**src/rtl/ps_pkg.sv**
```systemverilog
// rtl/ps_pkg.sv - shared constants and next-address source encoding for the program sequencer
package ps_pkg;
    localparam int STACK_DEPTH = 4;
    localparam int ADDR_W      = 8;

    typedef enum logic [2:0] {
        SRC_RESET,
        SRC_RET,
        SRC_CALL,
        SRC_JMP,
        SRC_JNZ,
        SRC_INC
    } next_src_t;
endpackage

```
**src/rtl/ps_return_stack.sv**
```systemverilog
// rtl/ps_return_stack.sv - LIFO of return addresses with depth count, full/empty and zero-on-empty top
module ps_return_stack #(
    parameter int DEPTH = 4,
    parameter int W     = 8,
    parameter int DW    = 3
) (
    input  logic          clk,
    input  logic          reset,
    input  logic          push_i,
    input  logic          pop_i,
    input  logic [W-1:0]  push_data_i,
    output logic [W-1:0]  top_o,
    output logic [DW-1:0] depth_o,
    output logic          full_o,
    output logic          empty_o
);
    logic [W-1:0]  mem_q [DEPTH];
    logic [DW-1:0] depth_q;

    assign full_o  = (depth_q == DW'(DEPTH));
    assign empty_o = (depth_q == '0);
    assign depth_o = depth_q;

    // Slots above depth are stale; only the live top is ever exposed.
    always_comb begin
        top_o = '0;
        for (int i = 0; i < DEPTH; i++) begin
            if (depth_q == DW'(i + 1)) begin
                top_o = mem_q[i];
            end
        end
    end

    always_ff @(posedge clk) begin
        if (reset) begin
            depth_q <= '0;
            for (int i = 0; i < DEPTH; i++) begin
                mem_q[i] <= '0;
            end
        end else if (push_i && !full_o) begin
            for (int i = 0; i < DEPTH; i++) begin
                if (depth_q == DW'(i)) begin
                    mem_q[i] <= push_data_i;
                end
            end
            depth_q <= depth_q + DW'(1);
        end else if (pop_i && !empty_o) begin
            depth_q <= depth_q - DW'(1);
        end
    end
endmodule

```
**src/rtl/program_sequencer_stack.sv**
```systemverilog
// rtl/program_sequencer_stack.sv - next-address sequencer with jump/branch and a call/return stack
module program_sequencer_stack
    import ps_pkg::*;
#(
    parameter int  STACK_DEPTH = ps_pkg::STACK_DEPTH,
    parameter int  ADDR_W      = ps_pkg::ADDR_W,
    localparam int DEPTH_W     = $clog2(STACK_DEPTH + 1)
) (
    input  logic               clk,
    input  logic               reset,
    input  logic               jmp,
    input  logic               jmp_nz,
    input  logic               zero_flag,
    input  logic               call,
    input  logic               ret,
    input  logic [3:0]         jmp_addr,
    output logic [ADDR_W-1:0]  pm_addr,
    output logic [ADDR_W-1:0]  pc,
    output logic [DEPTH_W-1:0] stack_depth,
    output logic               stack_err,
    output logic [DEPTH_W+4:0] from_PS
);
    logic [ADDR_W-1:0]  pc_q;
    logic [ADDR_W-1:0]  pc_inc;
    logic [ADDR_W-1:0]  target;
    logic [ADDR_W-1:0]  stk_top;
    logic [DEPTH_W-1:0] stk_depth;
    logic               stk_full;
    logic               stk_empty;
    logic               push;
    logic               pop;
    logic               err_q;
    logic               err_d;
    next_src_t          src;

    assign pc_inc = pc_q + ADDR_W'(1);
    assign target = {pc_q[ADDR_W-1:4], jmp_addr};

    // A failed call/ret still advances sequentially and only marks the sticky error.
    always_comb begin
        src   = SRC_INC;
        push  = 1'b0;
        pop   = 1'b0;
        err_d = err_q;
        if (reset) begin
            src = SRC_RESET;
        end else if (ret) begin
            if (!stk_empty) begin
                src = SRC_RET;
                pop = 1'b1;
            end else begin
                err_d = 1'b1;
            end
        end else if (call) begin
            if (!stk_full) begin
                src  = SRC_CALL;
                push = 1'b1;
            end else begin
                err_d = 1'b1;
            end
        end else if (jmp) begin
            src = SRC_JMP;
        end else if (jmp_nz && !zero_flag) begin
            src = SRC_JNZ;
        end
    end

    always_comb begin
        pm_addr = pc_inc;
        case (src)
            SRC_RESET: pm_addr = '0;
            SRC_RET:   pm_addr = stk_top;
            SRC_CALL,
            SRC_JMP,
            SRC_JNZ:   pm_addr = target;
            default:   pm_addr = pc_inc;
        endcase
    end

    always_ff @(posedge clk) begin
        if (reset) begin
            pc_q  <= '0;
            err_q <= 1'b0;
        end else begin
            pc_q  <= pm_addr;
            err_q <= err_d;
        end
    end

    ps_return_stack #(
        .DEPTH (STACK_DEPTH),
        .W     (ADDR_W),
        .DW    (DEPTH_W)
    ) u_stack (
        .clk         (clk),
        .reset       (reset),
        .push_i      (push),
        .pop_i       (pop),
        .push_data_i (pc_inc),
        .top_o       (stk_top),
        .depth_o     (stk_depth),
        .full_o      (stk_full),
        .empty_o     (stk_empty)
    );

    assign pc          = pc_q;
    assign stack_depth = stk_depth;
    assign stack_err   = err_q;
    assign from_PS     = {err_q, stk_depth, stk_top[3:0]};
endmodule

```
**config.mk**
```make
export PLATFORM = sky130hd
export DESIGN_NAME = program_sequencer_stack
export DESIGN_NICKNAME = d
export VERILOG_FILES = /design/src/rtl/ps_pkg.sv /design/src/rtl/ps_return_stack.sv /design/src/rtl/program_sequencer_stack.sv
export SDC_FILE = /design/constraint.sdc
export NUM_CORES = 1
export LEC_CHECK = 0
export BUFFER_PORTS_ARGS = -buffer_cell sky130_fd_sc_hd__buf_4
export CORE_MARGIN = 8
export CORE_UTILIZATION = 44
export CTS_BUF_LIST = sky130_fd_sc_hd__clkbuf_2 sky130_fd_sc_hd__clkbuf_4 sky130_fd_sc_hd__clkbuf_8
export CTS_CLUSTER_DIAMETER = 40
export DETAILED_ROUTE_END_ITERATION = 10
export GPL_ROUTABILITY_DRIVEN = 0
export MAX_ROUTING_LAYER = met4
export PLACE_DENSITY_LB_ADDON = 0.15
export SKIP_LAST_GASP = 1
export SYNTH_ARGS = -nofsm -noshare
export SYNTH_HDL_FRONTEND = slang
export SYNTH_SLANG_ARGS = --single-unit
export TNS_END_PERCENT = 100
```
**constraint.sdc**
```tcl
create_clock -name clk -period 6.35 [get_ports clk]
set_input_delay 0.3175 -clock clk [delete_from_list [all_inputs] [get_ports clk]]
set_output_delay 0.3175 -clock clk [all_outputs]
set_load 0.005 [all_outputs]
```
==> flow_metrics.env <==
export IMPL_tightestPinTransition_ns=0.7650
export IMPL_reg2reg_slack_ns=3.52
export IMPL_reg2reg_to="pc[6]"
export IMPL_grt_busiest_layer="met2"
export IMPL_path_max_fanout=22
export IMPL_netlist_top_cells_area="edfxtp_1 39%, dfxtp_1 9.8%, nor2_1 6.5%"
export IMPL_placedCellCount=336
export IMPL_startpoint="u_stack.depth_o[2]"
export IMPL_synth_flop_cell="edfxtp_1"
export IMPL_grt_max_degree=25
export IMPL_syn_to_final_growth_pct=15.47
export IMPL_cp_end_kind="output pin"
export IMPL_yosysWarnings=0
export IMPL_cts_hold_buf=0
export IMPL_drt_total_wl_um=6045
export IMPL_grt_pass1_vias=1916
export IMPL_ant_nets=0
export IMPL_start_util_pct=44.90
export IMPL_r2r_start="u_stack.depth_o[2]"
export IMPL_io_pins=39
export IMPL_cts_buffers=5
export IMPL_clk_pin_slew_ns=0.09
export IMPL_grt_use_met2_pct=24.79
export IMPL_met3_usage_pct=3.990
export IMPL_antennaDiodeCount=0
export IMPL_grt_overflow_total=0
export IMPL_fillCellCount=514
export IMPL_cts_root_buf="clkbuf_8"
export IMPL_firstDrtPassIters=4
export IMPL_yosysSeqAreaShare_pct=49.18
export IMPL_yosysMostFrequentCell="nor2_1"
export IMPL_maxCapViolations=0
export IMPL_clock_latency_ns=0.30
export IMPL_relSlewSlack_pct=48.93
export IMPL_core_um2=5439
export IMPL_finClkSkew_ns=0.008032
export IMPL_synth_top_area_share_pct=39.34
export IMPL_drive_gt1_share_pct=17.65
export IMPL_p_leak_uw=0.001060
export IMPL_cts_sinks=44
export IMPL_ctsResizeCount=0
export IMPL_nNetsFinal=289
export IMPL_syn_area_um2=2442
export IMPL_synth_edf_count=32
export IMPL_wl_per_cell_um=17.57
export IMPL_antenna_found_initial=0
export IMPL_fmax_mhz=280.6
export IMPL_yosys_top_cells_count="42 x nor2_1, 32 x edfxtp_1, 12 x dfxtp_1, 12 x inv_1, 12 x o21ai_0"
export IMPL_grt_pass1_wl_um=9922
export IMPL_ys_ff_latch=44
export IMPL_dieWidth_um=90.51
export IMPL_synthArstFlopShare_pct=0
export IMPL_die_h_um=90.51
export IMPL_min_delay_start="jmp_addr[3]"
export IMPL_finalSetupViolCount=0
export IMPL_p_per_area_nw_per_um2=347.6
export IMPL_rsz0062_at_grt="false"
export IMPL_fp_dieArea_um2=8191
export IMPL_worstSetupPathType="register to output pin"
export IMPL_reg2regPathDepth=6
export IMPL_fin_cells=344
export IMPL_ys_types=46
export IMPL_avgSynthCellArea_um2=10.01
export IMPL_portBuffers=38
export IMPL_rows=27
export IMPL_hp_class="input port to register"
export IMPL_grt_util_met1_pct=18.65
export IMPL_crit_end="pm_addr[6]"
export IMPL_tns_ns=0
export IMPL_drv_slew=0
export IMPL_period_share_pct=56.13
export IMPL_netlist_instances=244
export IMPL_hpwl_um=4488
export IMPL_route_detailed_drc=0
export IMPL_grt_total_usage_pct=15.61
export IMPL_synth_top_area_cell="edfxtp_1"
export IMPL_ir_drop_uv=127.2
export IMPL_hold_slack_ns=0.2686
export IMPL_post_cts_buffers=0
export IMPL_cts_max_level=2
export IMPL_routed_via_count=1949
export IMPL_hold_viol=0
export IMPL_worstPathRequired_ns=6.03
export IMPL_outcome="complete, no violations"
export IMPL_worstPathArrival_ns=3.25
export IMPL_synth_fp_nets=262
export IMPL_cp_start_kind="register"
export IMPL_cts_tree="built"
export IMPL_viasPerCell=5.666
export IMPL_drt_first_iter_violations=97
export IMPL_fin_crit_ns=3.564
export IMPL_clock_path_buffers=2
[critical path, stage by stage, from the launching register on]
cell,delay [ns]
dfxtp_1,0.83
inv_1,0.25
ha_1,0.49
nor4b_1,0.54
a221oi_1,0.16
a221o_1,0.37
a31oi_1,0.16
buf_4,0.14
[metrics by stage]
stage          instance area, um2  setup slack [ns]  power (uW)  utilization [%]
2_1_floorplan                2442             4.031       636.7                -
3_3_place_gp                 2709             3.248       770.6            49.80
3_5_place_dp                 2709             3.125       773.4            49.80
4_1_cts                      2820             2.800       988.1            51.85
5_1_grt                      2820             2.479        1044            51.85
6_report                     2820             2.786       980.4            51.85
[metal layers]
layer | routed length [um] | vias to the layer above
li1 | - | 952
met1 | 2692 | 930
met2 | 2889 | 57
met3 | 351 | 10
met4 | 112 | 0
met5 | 0 | -
[worst min-delay path by stage]
stage / slack (ns) / cells after the start / end
floorplan: 0.48 / 2 / pc[0]
global placement: 0.51 / 2 / stack_err
detailed placement: 0.51 / 2 / stack_err
CTS: 0.27 / 3 / pc[1]
global route: 0.28 / 2 / pc[3]
finish: 0.27 / 2 / pc[3]
[power by group]
part           leakage [uW]  switching, uW  internal, uW
logic              0.000574            211           169
clock network     0.0000558            101           117
registers          0.000431           40.6           342
[cell type report]
| class | count | area, um2 | area share [%] |
|---|---|---|---|
| inverters | 12 | 45.04 | 1.597 |
| repair buffers | 38 | 285.3 | 10.12 |
| well taps | 72 | 90.09 | 3.194 |
| clock inverters | 3 | 42.54 | 1.508 |
| clock buffers | 5 | 68.82 | 2.440 |
| flip-flops and latches | 44 | 1201 | 42.59 |
| multi-input cells | 170 | 1087 | 38.55 |
[sequential cells by signal, indices dropped and copies added (netlist names)]
| register | count |
|---|---|
| stack_err | 1 |
| u_stack.depth_o | 3 |
| pc | 8 |
| u_stack.mem_q | 32 |
[cells by family (layout without fill, tap and decap cells)]
logic type / count (synthesis) / after routing / synth area share [%]
AO/OA/AOI/OAI: 60 / 60 / 19.06
buffers and inverters: 30 / 58 / 6.301
XOR/XNOR: 5 / 5 / 1.793
flip-flops: 44 / 44 / 49.18
AND/OR/NAND/NOR: 97 / 97 / 19.67
multiplexers: 1 / 1 / 0.4099
adder cells (fa/ha/maj): 7 / 7 / 3.586
[layout by cell type, fill, tap and decap left out, drive strengths merged, types with 8 or more instances in the layout]
master	instances
a21oi	9
a221oi	8
buf	38
dfxtp	12
edfxtp	32
inv	12
nand2	11
nand2b	8
nor2	42
o21ai	12
Note: power is estimated with default switching activity, not from simulation.
